**src/rtl/cpuid_csr_window_if.sv**
```systemverilog
// cpuid_csr_window_if
//   CSR request/response channel between the core CSR unit (master) and the
//   CPUID CSR window (slave).
//   Request : req_valid/req_ready handshake carrying req_write, req_addr, req_wdata.
//   Response: rsp_valid/rsp_ready handshake carrying rsp_rdata, rsp_err.
interface cpuid_csr_window_if #(
  parameter int ADDR_W = 12
);
  logic              req_valid;
  logic              req_ready;
  logic              req_write;
  logic [ADDR_W-1:0] req_addr;
  logic [63:0]       req_wdata;
  logic              rsp_valid;
  logic              rsp_ready;
  logic [63:0]       rsp_rdata;
  logic              rsp_err;

  modport master (
    output req_valid, req_write, req_addr, req_wdata, rsp_ready,
    input  req_ready, rsp_valid, rsp_rdata, rsp_err
  );

  modport slave (
    input  req_valid, req_write, req_addr, req_wdata, rsp_ready,
    output req_ready, rsp_valid, rsp_rdata, rsp_err
  );
endinterface

```
**src/rtl/cpuid_csr_window.sv**
```systemverilog
// cpuid_csr_window
//   CSR-window front-end for the Z480 CPUID leaf model. Holds the LEAF and
//   SUBLEAF selectors that drive the combinational CPUID block and, on a
//   software "go", waits SETTLE_CYCLES and captures the four result lanes
//   into read-only DATA registers.
//
//   Window map (offset = req_addr[2:0]):
//     0 LEAF (rw, 32b)   1 SUBLEAF (rw, 32b)   2 CTRL/STATUS (w: bit0 go,
//     r: {done, busy})   3..6 DATA0..DATA3 (ro)   7 reserved (error)
//
// Ports:
//   clk            clock, all state on rising edge
//   rst_n          synchronous active-low reset
//   bus            CSR request/response channel (slave side)
//   cpuid_leaf     leaf selector to the CPUID block
//   cpuid_subleaf  subleaf selector to the CPUID block
//   cpuid_data0..3 result lanes from the CPUID block
//   busy           query in progress
module cpuid_csr_window #(
  parameter int              ADDR_W        = 12,
  parameter logic [ADDR_W-1:0] CSR_BASE    = 12'h0C0,
  parameter int              SETTLE_CYCLES = 1
) (
  input  logic                   clk,
  input  logic                   rst_n,
  cpuid_csr_window_if.slave      bus,
  output logic [31:0]            cpuid_leaf,
  output logic [31:0]            cpuid_subleaf,
  input  logic [63:0]            cpuid_data0,
  input  logic [63:0]            cpuid_data1,
  input  logic [63:0]            cpuid_data2,
  input  logic [63:0]            cpuid_data3,
  output logic                   busy
);

  localparam logic [1:0] ST_IDLE    = 2'd0;
  localparam logic [1:0] ST_SETTLE  = 2'd1;
  localparam logic [1:0] ST_CAPTURE = 2'd2;

  localparam logic [3:0] SETTLE_LOAD = 4'(SETTLE_CYCLES - 1);

  if (CSR_BASE[2:0] != 3'b000) begin : g_bad_base
    $error("cpuid_csr_window: CSR_BASE must be 8-aligned");
  end
  if (SETTLE_CYCLES < 1 || SETTLE_CYCLES > 15) begin : g_bad_settle
    $error("cpuid_csr_window: SETTLE_CYCLES must be 1..15");
  end

  logic [1:0]  state_reg;
  logic [3:0]  settle_cnt_reg;
  logic [31:0] leaf_reg;
  logic [31:0] subleaf_reg;
  logic        done_reg;
  logic [63:0] data_reg [4];
  logic [63:0] lane_in  [4];
  logic        rsp_valid_reg;
  logic [63:0] rsp_rdata_reg;
  logic        rsp_err_reg;

  logic        hit;
  logic [2:0]  offset;
  logic        accept;
  logic [63:0] rdata_next;
  logic        err_next;
  logic        wr_leaf;
  logic        wr_subleaf;
  logic        go;

  // Only the low 32 bits of write data carry register content.
  logic unused_wdata_hi;
  assign unused_wdata_hi = ^bus.req_wdata[63:32];

  assign busy          = (state_reg != ST_IDLE);
  assign cpuid_leaf    = leaf_reg;
  assign cpuid_subleaf = subleaf_reg;

  // New request accepted only when idle and the response slot is free or
  // draining this very cycle, which allows back-to-back accepts.
  assign bus.req_ready = !busy && (!rsp_valid_reg || bus.rsp_ready);
  assign bus.rsp_valid = rsp_valid_reg;
  assign bus.rsp_rdata = rsp_rdata_reg;
  assign bus.rsp_err   = rsp_err_reg;

  assign hit    = (bus.req_addr[ADDR_W-1:3] == CSR_BASE[ADDR_W-1:3]);
  assign offset = bus.req_addr[2:0];
  assign accept = bus.req_valid && bus.req_ready;

  assign lane_in[0] = cpuid_data0;
  assign lane_in[1] = cpuid_data1;
  assign lane_in[2] = cpuid_data2;
  assign lane_in[3] = cpuid_data3;

  // Address decode; read data is sampled here, at acceptance.
  always_comb begin
    rdata_next = '0;
    err_next   = 1'b0;
    wr_leaf    = 1'b0;
    wr_subleaf = 1'b0;
    go         = 1'b0;
    if (!hit) begin
      err_next = 1'b1;
    end else begin
      case (offset)
        3'd0: begin
          if (bus.req_write) wr_leaf = 1'b1;
          else               rdata_next = {32'b0, leaf_reg};
        end
        3'd1: begin
          if (bus.req_write) wr_subleaf = 1'b1;
          else               rdata_next = {32'b0, subleaf_reg};
        end
        3'd2: begin
          if (bus.req_write) go = bus.req_wdata[0];
          else               rdata_next = {62'b0, done_reg, busy};
        end
        3'd3, 3'd4, 3'd5, 3'd6: begin
          if (bus.req_write) err_next = 1'b1;
          else               rdata_next = data_reg[offset - 3'd3];
        end
        default: err_next = 1'b1;
      endcase
    end
  end

  // Response register: loads on accept, otherwise clears when consumed.
  always_ff @(posedge clk) begin
    if (!rst_n) begin
      rsp_valid_reg <= 1'b0;
      rsp_rdata_reg <= '0;
      rsp_err_reg   <= 1'b0;
    end else if (accept) begin
      rsp_valid_reg <= 1'b1;
      rsp_rdata_reg <= rdata_next;
      rsp_err_reg   <= err_next;
    end else if (bus.rsp_ready) begin
      rsp_valid_reg <= 1'b0;
    end
  end

  // Selectors, done flag and query FSM.
  // Busy spans exactly SETTLE_CYCLES cycles: SETTLE_CYCLES-1 in SETTLE
  // plus the single CAPTURE cycle, so SETTLE exits when the count is 1.
  always_ff @(posedge clk) begin
    if (!rst_n) begin
      state_reg      <= ST_IDLE;
      settle_cnt_reg <= '0;
      leaf_reg       <= '0;
      subleaf_reg    <= '0;
      done_reg       <= 1'b0;
    end else begin
      if (accept && wr_leaf) begin
        leaf_reg <= bus.req_wdata[31:0];
        done_reg <= 1'b0;
      end
      if (accept && wr_subleaf) begin
        subleaf_reg <= bus.req_wdata[31:0];
        done_reg    <= 1'b0;
      end
      case (state_reg)
        ST_IDLE: begin
          if (accept && go) begin
            settle_cnt_reg <= SETTLE_LOAD;
            done_reg       <= 1'b0;
            state_reg      <= (SETTLE_LOAD == 4'd0) ? ST_CAPTURE : ST_SETTLE;
          end
        end
        ST_SETTLE: begin
          settle_cnt_reg <= settle_cnt_reg - 4'd1;
          if (settle_cnt_reg == 4'd1) state_reg <= ST_CAPTURE;
        end
        ST_CAPTURE: begin
          done_reg  <= 1'b1;
          state_reg <= ST_IDLE;
        end
        default: state_reg <= ST_IDLE;
      endcase
    end
  end

  // Result lanes are sampled at the end of the CAPTURE cycle.
  for (genvar gi = 0; gi < 4; gi++) begin : g_lane
    always_ff @(posedge clk) begin
      if (!rst_n) begin
        data_reg[gi] <= '0;
      end else if (state_reg == ST_CAPTURE) begin
        data_reg[gi] <= lane_in[gi];
      end
    end
  end

endmodule

```
**src/flat_wrapper.sv**
```systemverilog
// flat-port wrapper written by rule: the top's interface ports become plain ports
module cpuid_csr_window_flat 
#(
  parameter int              ADDR_W        = 12,
  parameter logic [ADDR_W-1:0] CSR_BASE    = 12'h0C0,
  parameter int              SETTLE_CYCLES = 1
)
  (clk, rst_n, cpuid_leaf, cpuid_subleaf, cpuid_data0, cpuid_data1, cpuid_data2, cpuid_data3, busy, bus_req_valid, bus_req_write, bus_req_addr, bus_req_wdata, bus_rsp_ready, bus_req_ready, bus_rsp_valid, bus_rsp_rdata, bus_rsp_err);
  cpuid_csr_window_if #(.ADDR_W(ADDR_W)) bus_i ();
  input  logic clk;
  input  logic rst_n;
  output logic [31:0] cpuid_leaf;
  output logic [31:0] cpuid_subleaf;
  input  logic [63:0] cpuid_data0;
  input  logic [63:0] cpuid_data1;
  input  logic [63:0] cpuid_data2;
  input  logic [63:0] cpuid_data3;
  output logic busy;
  input wire logic [$bits(bus_i.req_valid)-1:0] bus_req_valid;
  input wire logic [$bits(bus_i.req_write)-1:0] bus_req_write;
  input wire logic [$bits(bus_i.req_addr)-1:0] bus_req_addr;
  input wire logic [$bits(bus_i.req_wdata)-1:0] bus_req_wdata;
  input wire logic [$bits(bus_i.rsp_ready)-1:0] bus_rsp_ready;
  output wire logic [$bits(bus_i.req_ready)-1:0] bus_req_ready;
  output wire logic [$bits(bus_i.rsp_valid)-1:0] bus_rsp_valid;
  output wire logic [$bits(bus_i.rsp_rdata)-1:0] bus_rsp_rdata;
  output wire logic [$bits(bus_i.rsp_err)-1:0] bus_rsp_err;
  assign bus_i.req_valid = bus_req_valid;
  assign bus_i.req_write = bus_req_write;
  assign bus_i.req_addr = bus_req_addr;
  assign bus_i.req_wdata = bus_req_wdata;
  assign bus_i.rsp_ready = bus_rsp_ready;
  assign bus_req_ready = bus_i.req_ready;
  assign bus_rsp_valid = bus_i.rsp_valid;
  assign bus_rsp_rdata = bus_i.rsp_rdata;
  assign bus_rsp_err = bus_i.rsp_err;
  cpuid_csr_window #(.ADDR_W(ADDR_W), .CSR_BASE(CSR_BASE), .SETTLE_CYCLES(SETTLE_CYCLES)) u_core (.clk(clk), .rst_n(rst_n), .bus(bus_i), .cpuid_leaf(cpuid_leaf), .cpuid_subleaf(cpuid_subleaf), .cpuid_data0(cpuid_data0), .cpuid_data1(cpuid_data1), .cpuid_data2(cpuid_data2), .cpuid_data3(cpuid_data3), .busy(busy));
endmodule
```
**config.mk**
```make
export PLATFORM = sky130hd
export DESIGN_NAME = cpuid_csr_window_flat
export DESIGN_NICKNAME = d
export VERILOG_FILES = /design/src/rtl/cpuid_csr_window_if.sv /design/src/rtl/cpuid_csr_window.sv /design/src/flat_wrapper.sv
export SDC_FILE = /design/constraint.sdc
export NUM_CORES = 1
export LEC_CHECK = 0
export CAP_MARGIN = 40
export CORE_MARGIN = 1
export CORE_UTILIZATION = 43
export CTS_CLUSTER_DIAMETER = 200
export DETAILED_ROUTE_END_ITERATION = 16
export GPL_TIMING_DRIVEN = 0
export PLACE_DENSITY_LB_ADDON = 0.08
export SYNTH_ARGS = -nofsm -noshare
export SYNTH_HDL_FRONTEND = slang
export SYNTH_SLANG_ARGS = --single-unit
```
**constraint.sdc**
```tcl
create_clock -name clk -period 8.6 [get_ports clk]
set_clock_uncertainty 0.05 [all_clocks]
set_input_delay 1.72 -clock clk [delete_from_list [all_inputs] [get_ports clk]]
set_output_delay 1.72 -clock clk [all_outputs]
set_load 0.03 [all_outputs]
```
# == Word-level counts from Yosys, hierarchy flattened ==
# Memory sizes are Yosys's and may differ from the RTL's.
# Cells that the tools add are included.
# op_classes
addsub,2
n_eq_ne,12
muxes,35
bitwise_logic,4
reduce_logical,17
# op_table
cell,count
$mux W64,6
$pmux W64 S4,1
$mux W32,2
$mux W1,18
$eq A3 B3 Y1 const B,3
$eq A9 B5 Y1 const B,1
$pmux W4 S2,1
$eq A3 B2 Y1 const B,2
$mux W2,3
$reduce_bool A2 Y1,3
$logic_and A1 B1 Y1,5
$eq A4 B1 Y1 const B,1
$mux W4,1
$ne A2 B1 Y1 const B,2
$or A1 B1 Y1,4
$pmux W1 S2,2
$pmux W2 S2,1
$reduce_and A2 Y1,2
$reduce_or A4 Y1,1
$sub A4 B1 Y4 const B,1
$eq A3 B1 Y1 const B,1
$logic_not A3 Y1,1
$reduce_or A3 Y1,1
$eq A2 B1 Y1 const B,1
5 further kinds,6
# totals
ff_bits,137
ramBits,256
input_bits,337
mem_count,1
# mem_list
memory,words,word_bits,rd,rd_clocked_by_memory_dff,write_ports,line_no,source
u_core.data_reg,4,64,1,0,4,cpuid_csr_window.sv:54,logic [63:0] data_reg [4];

# == Longest topological paths before layout ==
# Gate-level depths: netlist (run 1).
# logic_depth
word_depth,9
ltp_mapped,9

# == Least setup slack after synthesis (run 1) ==
# OpenSTA, ideal clock, no wires.
# synth_path
kind,input port to flip-flop
start,in rst_n
end,"mem u_core.data_reg[0][0], enable pin"
setup_ns,0.664
arrival_ns,7.905
required_time_ns,7.886
setup_slack_ns,-0.019
stages,3
path_cell_list,clkbuf_1 -> clkbuf_1 -> nand2b_1
# synth_lines
item,line_no,source
start: declaration,flat_wrapper.sv:11,input logic rst_n;
end: declaration,cpuid_csr_window.sv:54,

# == Worst setup path in the final report (run 1) ==
# layout_path
start,in bus_req_addr[0]
end,reg u_core.rsp_rdata_reg[28] (netlist: u_core.bus.rsp_rdata[28])
# layout_via
elab_chain_cells,5
word_cells_on_any_way,13
cone_classes,1 x add/sub; 6 x eq/ne; 3 x mux; 2 x reduce/logical; 1 x memory
# layout_lines
item,line_no,source
start: declaration,flat_wrapper.sv:21,input wire logic [$bits(bus_i.req_addr)-1:0] bus_req_addr;
$sub A2 B2 Y2,cpuid_csr_window.sv:118,else rdata_next = data_reg[offset - 3'd3];
$mem_v2 Z4 W64,--,
$mux W64,cpuid_csr_window.sv:117,if (bus.req_write) err_next = 1'b1;
$pmux W64 S4 (*),cpuid_csr_window.sv:103,case (offset)
$mux W64 (*),cpuid_csr_window.sv:100,if (!hit) begin
end signal: assignment,cpuid_csr_window.sv:133,rsp_rdata_reg <= rdata_next;
end: declaration,cpuid_csr_window.sv:57,logic [63:0] rsp_rdata_reg;
# Mark *: on every way between the ends. The rest lies on a longest branch, timed or not.
# A chain may end at the register's enable or synchronous reset.

==> impl_metrics.tcl, run 1 <==
set metrics [dict create \
    synth_seq_area_share_pct 63.0 \
    utilization_pct 60.9 \
    dieArea_um2 38900 \
    hpwl_mm 39.0 \
    end_kind "flip-flop" \
    fmax_mhz 192 \
    seqCellArea_um2 10300 \
    drt_drc_violations_left 0 \
    ys_ff_latch 388 \
    sequentialPowerShare_pct 48.9 \
    syn_area_um2 16400 \
    core_area_um2 37600 \
    cts_resized 0 \
    synth.area.top_cells "edfxtp_1, dfxtp_1, and3_1, mux4_2, mux2i_1" \
    nNetsFinal 2087 \
    vias 12472 \
    die_x_um 197 \
    max-cap-violations 0 \
    worst_pin_slew_ns 0.900 \
    use_met2_pct 44.2 \
    cp_common_cell "clkbuf_1" \
    critPathMaxStageDelay_ns 0.69 \
    routed_wl_mm 53.2 \
    ys_types 34 \
    synth_flop_cell "edfxtp_1" \
    via_per_inst 5.42 \
    synthArstFlopShare_pct 0 \
    fillCellCount 3063 \
    tns_ns 0 \
    drv_slew 0 \
    ff2ff_path_depth 4 \
    synth_top_area_share_pct 46.9 \
    grt.overflow.total 0 \
    reg2reg_to "u_core.data_reg[3][32]" \
    cp-startpoint "bus_req_addr[0]" \
    irDropWorstVdd_v 0.000125 \
    gp_congestion 0.826 \
    grt_pass1_vias 12735 \
    initial_core_util_pct 43.6 \
    yosysWarnings 0 \
    h-tree-depth 2 \
    total_leakage_power_nw 8.95 \
    synthCells 1260 \
    cts_root_buf "clkbuf_16" \
    worstHoldPathType "flip-flop to flip-flop" \
    drtIter0Drc 973 \
    worstSetupStartpointType "primary input" \
    share_comb_of_total_power_pct 8.7 \
    internal-power_mw 3.23 \
    io_pins 469 \
    cts_setup_buffers 0 \
    drive_gt1_share_pct 8.26 \
    total_power_mw 4.15 \
    synth.top_cells.by_count "and3_1, edfxtp_1, nand2_1" \
    switchingPower_uw 919 \
    crit_fanout 10 \
    holdPathStages 2 \
    clk_pin_slew_ns 0.06 \
    synth_edf_count 256 \
    setup_violations 0 \
    io_buffers 433 \
    dp.cells 2212 \
    grt_use_total_pct 27.2 \
    worstPathCellList "clkdlybuf4s50_1 > clkbuf_1 > buf_6 > buf_2 > inv_1 > ha_1 > clkbuf_1 > clkbuf_1 > mux4_2 > a2bb2oi_1 > o21ai_0" \
    cts_tree "yes" \
    die_h_um 197 \
    power_density_nw_per_um2 181 \
    holdPathEnd "u_core.bus.rsp_rdata[61]" \
    hp-start "u_core.bus.rsp_rdata[61]" \
    grt_max_degree 68 \
    largest_reg_flops 256 \
    area_delta_synth_final_pct 39.6 \
    slew_headroom_pct 39.5 \
    worst-r2r-setup-slack_ns 5.70 \
    antenna_found_initial 14 \
    gr-usage-met1_pct 36.1 \
    cts_hold_buffers 0 \
    dr.pass1.iters 5 \
    rsz0062_at_grt "false" \
    multi_input_area_um2 5460 \
    hold_slack_ns 0.400 \
    min_period_ns 5.22 \
    power_frac_clock_pct 42.4 \
    finalHoldViolCount 0 \
    status "completed" \
    fin_crit_sh_pct 60.7 \
    crit_arrival_ns 5.58 \
    cts_max_path_buffers 3 \
    num_rows 71 \
    reg2reg_from "u_core.state_reg[1]" \
    cts_made_buffers 42 \
    synth_area_per_cell_um2 13.0 \
    grt_pass1_wl_mm 77.5 \
    worstPathRequired_ns 8.97 \
    use_met3_pct 5.60 \
    clock_latency_ns 0.55 \
    syn_nets 1601 \
    synth_largest_area_cell "edfxtp_1" \
    cts.sinks 388 \
    switching_share_pct 22.1 \
    instances_no_fill 2301 \
    critical-path-slowest-cell "clkbuf_1" \
    final_antenna_net_count 0 \
    wl_per_cell_um 23.1 \
    top_usage_layer "met2" \
    critPathKind "primary input to flip-flop" \
]
area by class of cell:
class	count	share of cell area [%]
diodes	11	0.120
well taps	511	2.79
inverters	38	0.623
multi-input cells	718	23.8
plain buffers	116	2.08
clock buffers	60	5.34
repair buffers	442	19.6
clock inverters	17	0.443
flip-flops and latches	388	45.1
worst max-delay path by stage:
stage	endpoint	slack, ns	cells past startpoint
3_3_place_gp	u_core.data_reg[2][40]	0.79	3
6_report	u_core.bus.rsp_rdata[28]	3.38	11
2_1_floorplan	u_core.data_reg[0][0]	2.81	3
5_1_grt	u_core.bus.rsp_rdata[27]	3.09	11
3_5_place_dp	u_core.bus.rsp_rdata[29]	2.71	11
4_1_cts	u_core.bus.rsp_rdata[30]	3.29	11
placed cells by master (no fill, tap or decap), drive strengths merged, types with 2 or more instances in the layout:
master and instances:
a21oi 5, a222oi 2, a22oi 30, a2bb2oi 31, and3 256, buf 26, clkbuf 159, clkdlybuf4s50 433
clkinv 15, dfxtp 132, diode 11, edfxtp 256, ha 4, inv 39, mux2i 64, mux4 64
nand2 161, nand2b 4, nand3 2, nand4 2, nand4b 2, nor2 7, nor2b 4, nor3 5
nor4b 2, o211ai 2, o21ai 65
stage by stage:
stage / area (um2) / setup slack, ns
after detailed placement: 21500 / 2.71
final: 22900 / 3.38
after floorplan: 16400 / 2.81
after global placement: 21400 / 0.795
after CTS: 22900 / 3.29
after global routing: 22900 / 3.09
cell families after synthesis:
kind of cell / after synthesis / synth area share, %
multiplexers: 128 / 12.7
flip-flops: 388 / 63.0
adder cells (fa/ha/maj): 4 / 0.305
AND/OR/NAND/NOR: 449 / 14.7
buffers and inverters: 154 / 3.78
AO/OA/AOI/OAI: 137 / 5.47
routing by layer:
| layer | share of wire (%) | wire length [um] |
|---|---|---|
| met1 | 42 | 22300 |
| met2 | 47 | 25200 |
| met3 | 7.4 | 3950 |
| met4 | 3.1 | 1670 |
| met5 | 0.094 | 50 |
power groups by stage:
stage / Clock, mW / Combinational, mW / Sequential, mW
after global placement: 0 / 0.351 / 2.08
after detailed placement: 0 / 0.361 / 2.07
after floorplan: 0 / 0.139 / 2.07
after global routing: 1.85 / 0.384 / 2.03
final: 1.76 / 0.362 / 2.03
after CTS: 1.78 / 0.362 / 2.03
critical path: cells and delay by family:
| family | cells | cell delay, ns |
|---|---|---|
| buffers and inverters | 7 | 2.85 |
| multiplexers | 1 | 0.46 |
| AO/OA/AOI/OAI | 2 | 0.25 |
| adder cells (fa/ha/maj) | 1 | 0.29 |
(Power assumes the default switching activity.)
==> run 2, diff against run 1 <==
==> constraint.sdc (replaced) <==
create_clock -name clk -period 4.21 [get_ports clk]
set_clock_uncertainty 0.05 [all_clocks]
set_input_delay 0.842 -clock clk [delete_from_list [all_inputs] [get_ports clk]]
set_output_delay 0.842 -clock clk [all_outputs]
set_load 0.03 [all_outputs]
==> run 2 against run 1 <==
  * Non-clock buffer count grew 1
  * Critical endpoint is now u_core.bus.rsp_rdata[43]
  * Critical path type unchanged
  * Sequential cell count is the same
  * Highest routed layer unchanged
  * First-iteration DRC count shrank 9.8%
==> impl_metrics.tcl, run 2 (synthesized netlist as in run 1, its figures left out) <==
set metrics [dict create \
    grt_use_total_pct 26.9 \
    vias 12411 \
    gp_congestion 0.805 \
    drive_gt1_share_pct 8.81 \
    power_density_nw_per_um2 375 \
    crit_fanout 10 \
    place_area_um2 21500 \
    drv_slew 0 \
    critPathMaxStageDelay_ns 0.69 \
    core_area_um2 37600 \
    utilization_pct 61.2 \
    via_per_inst 5.38 \
    critPathKind "primary input to flip-flop" \
    path_buf_inv 7 \
    status "completed" \
    total_leakage_power_nw 9.01 \
    antenna_found_initial 17 \
    dr.pass1.iters 6 \
    cts_made_buffers 44 \
    cp_common_cell "inv_1" \
    initial_core_util_pct 43.6 \
    cts_max_path_buffers 3 \
    crit_family "buffers and inverters" \
    finalHoldViolCount 0 \
    drtIter0Drc 878 \
    hpwl_mm 38.8 \
    io_pins 469 \
    clk_pin_slew_ns 0.06 \
    min_period_ns 3.86 \
    io_buffers 433 \
    wl_per_cell_um 22.9 \
    die_h_um 197 \
    grt_max_degree 67 \
    drt_drc_violations_left 0 \
    max-cap-violations 0 \
    crit_arrival_ns 4.22 \
    die_x_um 197 \
    fillCellCount 3088 \
    cts_hold_buffers 0 \
    grt_pass1_wl_mm 76.2 \
    worstSetupStartpointType "primary input" \
    slew_headroom_pct 42.0 \
    total_power_mw 8.63 \
    critical-path-slowest-cell "ha_1" \
    final_cell_mix "clkdlybuf4s50_1, and3_1, edfxtp_1, nand2_1, dfxtp_1" \
    rsz0062_at_grt "false" \
    worstPathCellList "clkdlybuf4s50_1 > clkbuf_2 > buf_6 > buf_2 > inv_1 > ha_1 > clkbuf_1 > mux4_2 > inv_1 > o21ai_0" \
    clock_latency_ns 0.55 \
    dieArea_um2 38900 \
    largest_reg_flops 256 \
    cts_tree "yes" \
    fin_crit_sh_pct 91.6 \
    end_kind "flip-flop" \
    nNetsFinal 2090 \
    grt_pass1_vias 12423 \
    irDropWorstVdd_v 0.000309 \
    hold_slack_ns 0.398 \
    worstHoldPathType "flip-flop to flip-flop" \
    seqCellArea_um2 10300 \
    setup_violations 0 \
    stdcell_area_um2 23000 \
    worst_pin_slew_ns 0.871 \
    worst-r2r-setup-slack_ns 1.22 \
    fmax_mhz 259 \
    cts.sinks 388 \
    grt.overflow.total 0 \
    layout_commonest_cell "clkdlybuf4s50_1" \
    h-tree-depth 2 \
    routed_wl_mm 52.7 \
    worstPathRequired_ns 4.57 \
    final_antenna_net_count 0 \
    multi_input_area_um2 5460 \
    num_rows 71 \
    cts_root_buf "clkbuf_16" \
    tns_ns 0 \
    area_delta_synth_final_pct 40.3 \
]
## run 2: metrics by stage
stage	worst slack (ns)	cells
2_1_floorplan	0.690	1260
3_3_place_gp	-1.02	2204
3_5_place_dp	-0.869	2213
4_1_cts	0.0263	2291
5_1_grt	0.130	2303
6_report	0.355	2305
## run 2: power breakdown
group	leakage (nW)	total, mW	switching [mW]	internal [mW]
registers	3.73	4.15	0.0213	4.13
clock network	0.693	3.75	1.50	2.24
logic	4.59	0.737	0.338	0.399
total	9.01	8.63	1.86	6.77
## run 2: tightest hold or removal path: cells and delay by family, from the launching register on
family,cells,cell delay [ns]
AO/OA/AOI/OAI,1,0.05
flip-flops,1,0.32
AND/OR/NAND/NOR,1,0.04
## run 2: final cells by class
class,count,share of cell area (%)
repair buffers,444,19.6
inverters,38,0.620
multi-input cells,718,23.7
diodes,12,0.131
clock buffers,62,5.44
well taps,511,2.78
flip-flops and latches,388,44.9
clock inverters,17,0.664
plain buffers,115,2.08
## run 2: per-layer routing
metal  wire length (um)  GRT usage (%)  up-vias
met3               4560           6.04       98
li1                   -              -     5692
met2              25100           42.9      561
met1              21200           35.8     6050
met5                 64              0        -
met4               1810           10.7       10
## run 2: path summary, 6_finish.rpt
kind         depth (start not counted)                       end                     start
max reg2reg                          5    u_core.data_reg[1][36]       u_core.state_reg[1]
max                                 10  u_core.bus.rsp_rdata[43]           bus_req_addr[0]
min                                  2  u_core.bus.rsp_rdata[59]  u_core.bus.rsp_rdata[59]
min reg2reg                          2  u_core.bus.rsp_rdata[59]  u_core.bus.rsp_rdata[59]
## run 2: timing repair
| action | in CTS | in global routing |
|---|---|---|
| pin swaps | 0 | 1 |
| setup endpoints to repair | 60 | 45 |
| resized for setup | 2 | 6 |
| buffers inserted | 0 | 2 |
==> run 3, diff against run 2 <==
--- a/config.mk
+++ b/config.mk
@@ -7,10 +7,11 @@
 export LEC_CHECK = 0
 export CAP_MARGIN = 40
 export CORE_MARGIN = 1
-export CORE_UTILIZATION = 43
+export CORE_UTILIZATION = 48
 export CTS_CLUSTER_DIAMETER = 200
 export DETAILED_ROUTE_END_ITERATION = 16
 export GPL_TIMING_DRIVEN = 0
+export HOLD_SLACK_MARGIN = 0.1
 export PLACE_DENSITY_LB_ADDON = 0.08
 export SYNTH_ARGS = -nofsm -noshare
 export SYNTH_HDL_FRONTEND = slang
==> constraint.sdc (replaced) <==
create_clock -name clk -period 3.69 [get_ports clk]
set_clock_uncertainty 0.05 [all_clocks]
set_input_delay 0.738 -clock clk [delete_from_list [all_inputs] [get_ports clk]]
set_output_delay 0.738 -clock clk [all_outputs]
set_load 0.03 [all_outputs]
==> run 3 against run 2 <==
  * Critical path depth decreased by 1
  * Clock power increased by 4%
  * Die area decreased by 10%
  * Global-route usage increased by 2.6 points
  * Critical path type unchanged
  * Largest power group unchanged
==> impl_metrics.tcl, run 3 (synthesized netlist as in run 1, its figures left out) <==
set metrics [dict create \
    worstSetupStartpointType "primary input" \
    cp-startpoint "bus_req_addr[0]" \
    crit_family "buffers and inverters" \
    area_delta_synth_final_pct 38.9 \
    crit_cells 9 \
    hold_slack_ns 0.402 \
    holdPathStages 2 \
    drive_gt1_share_pct 8.57 \
    fin_ws_ns 0.191 \
    end_kind "flip-flop" \
    drv_slew 0 \
    cp_common_cell "inv_1" \
    antenna_found_initial 21 \
    ff2ff_path_depth 5 \
    via_per_inst 5.58 \
    tns_ns 0 \
    cts_max_path_buffers 3 \
    drtIter0Drc 1117 \
    vias 12487 \
    min_period_ns 3.50 \
    worstHoldPathType "flip-flop to flip-flop" \
    max-cap-violations 0 \
    utilization_pct 67.9 \
    num_rows 67 \
    cts.sinks 388 \
    total_leakage_power_nw 8.93 \
    worst_pin_slew_ns 0.894 \
    dieArea_um2 34900 \
    clock_latency_ns 0.52 \
    routed_wl_mm 51.8 \
    wl_per_cell_um 23.2 \
    critPathMaxStageDelay_ns 0.64 \
    worstPathRequired_ns 4.03 \
    cts_made_buffers 41 \
    final_antenna_net_count 0 \
    crit_arrival_ns 3.84 \
    largest_reg_flops 256 \
    cts_root_buf "clkbuf_16" \
    setup_violations 0 \
    hp-start "u_core.bus.rsp_rdata[61]" \
    io_buffers 433 \
    h-tree-depth 2 \
    grt.overflow.total 0 \
    initial_core_util_pct 48.9 \
    fillCellCount 2546 \
    core_area_um2 33500 \
    critical-path-slowest-cell "clkbuf_1" \
    clk_pin_slew_ns 0.06 \
    power_density_nw_per_um2 415 \
    cts_tree "yes" \
    slew_headroom_pct 40.4 \
    die_h_um 187 \
    die_x_um 187 \
    gp_congestion 0.839 \
    grt_max_degree 65 \
    crit_fanout 10 \
    status "completed" \
    irDropWorstVdd_v 0.000271 \
    layout_commonest_cell "clkdlybuf4s50_1" \
    nNetsFinal 2085 \
    dr.pass1.iters 6 \
    worstPathCellList "clkdlybuf4s50_1 > buf_2 > buf_4 > inv_1 > ha_2 > clkbuf_1 > mux4_2 > inv_1 > o21ai_0" \
    fin_crit_sh_pct 94.8 \
    grt_pass1_vias 12643 \
    io_pins 469 \
    path_buf_inv 6 \
    critPathKind "primary input to flip-flop" \
    hpwl_mm 37.8 \
    reg2reg_from "u_core.state_reg[1]" \
    place_ws_ns -1.50 \
    drt_drc_violations_left 0 \
    fmax_mhz 286 \
    grt_pass1_wl_mm 76.5 \
    finalHoldViolCount 0 \
    final_cell_mix "clkdlybuf4s50_1, and3_1, edfxtp_1, nand2_1, dfxtp_1" \
    rsz0062_at_grt "false" \
    grt_use_total_pct 29.5 \
]
run 3: metrics by stage:
stage               instances  cell area (um2)  total power [mW]
global route             2235            22800              9.72
detailed placement       2148            21400              5.65
CTS                      2222            22700              9.48
finish                   2238            22800              9.45
floorplan                1260            16400              5.15
global placement         2141            21300              5.64
run 3: power breakdown:
| part | switching (mW) | internal (mW) | leakage (nW) | total, mW |
|---|---|---|---|---|
| Clock | 1.63 | 2.26 | 0.618 | 3.89 |
| Sequential | 0.0249 | 4.71 | 3.73 | 4.73 |
| Combinational | 0.381 | 0.456 | 4.58 | 0.837 |
run 3: what timing repair did:
| action | CTS | global route |
|---|---|---|
| buffers inserted | 2 | 0 |
| pin swaps | 1 | 0 |
| setup endpoints to repair | 64 | 13 |
| gates resized for setup | 7 | 5 |
| hold buffers | 0 | 0 |
| cloned | 0 | 0 |
run 3: area by class of cell:
class | count | area [um2] | share of cell area, %
clock inverters | 5 | 22.5 | 0.0989
diodes | 16 | 40.0 | 0.176
clock buffers | 68 | 1230 | 5.40
multi-input cells | 718 | 5460 | 24.0
plain buffers | 115 | 484 | 2.13
repair buffers | 442 | 4500 | 19.8
inverters | 38 | 143 | 0.627
flip-flops and latches | 388 | 10300 | 45.4
well taps | 448 | 561 | 2.46
run 3: worst reg2reg max path: stages (launching register included):
cell	delay (ns)
dfxtp_1	0.35
clkbuf_1	0.48
clkbuf_1	0.42
nand2b_4	0.48
buf_16	0.32
buf_16	0.34
run 3: final timing paths:
path / to / slack, ns
setup / recovery: u_core.bus.rsp_rdata[49] / 0.19
hold / removal: u_core.bus.rsp_rdata[61] / 0.40
setup reg to reg: u_core.data_reg[3][40] / 0.89
hold reg to reg: u_core.bus.rsp_rdata[61] / 0.40
run 3: per-layer routing:
metal  global-route usage [%]  wire length, um
met1                     39.3            21200
met2                     46.9            24800
met3                     5.37             3620
met4                     14.1             2210
met5                        0               68
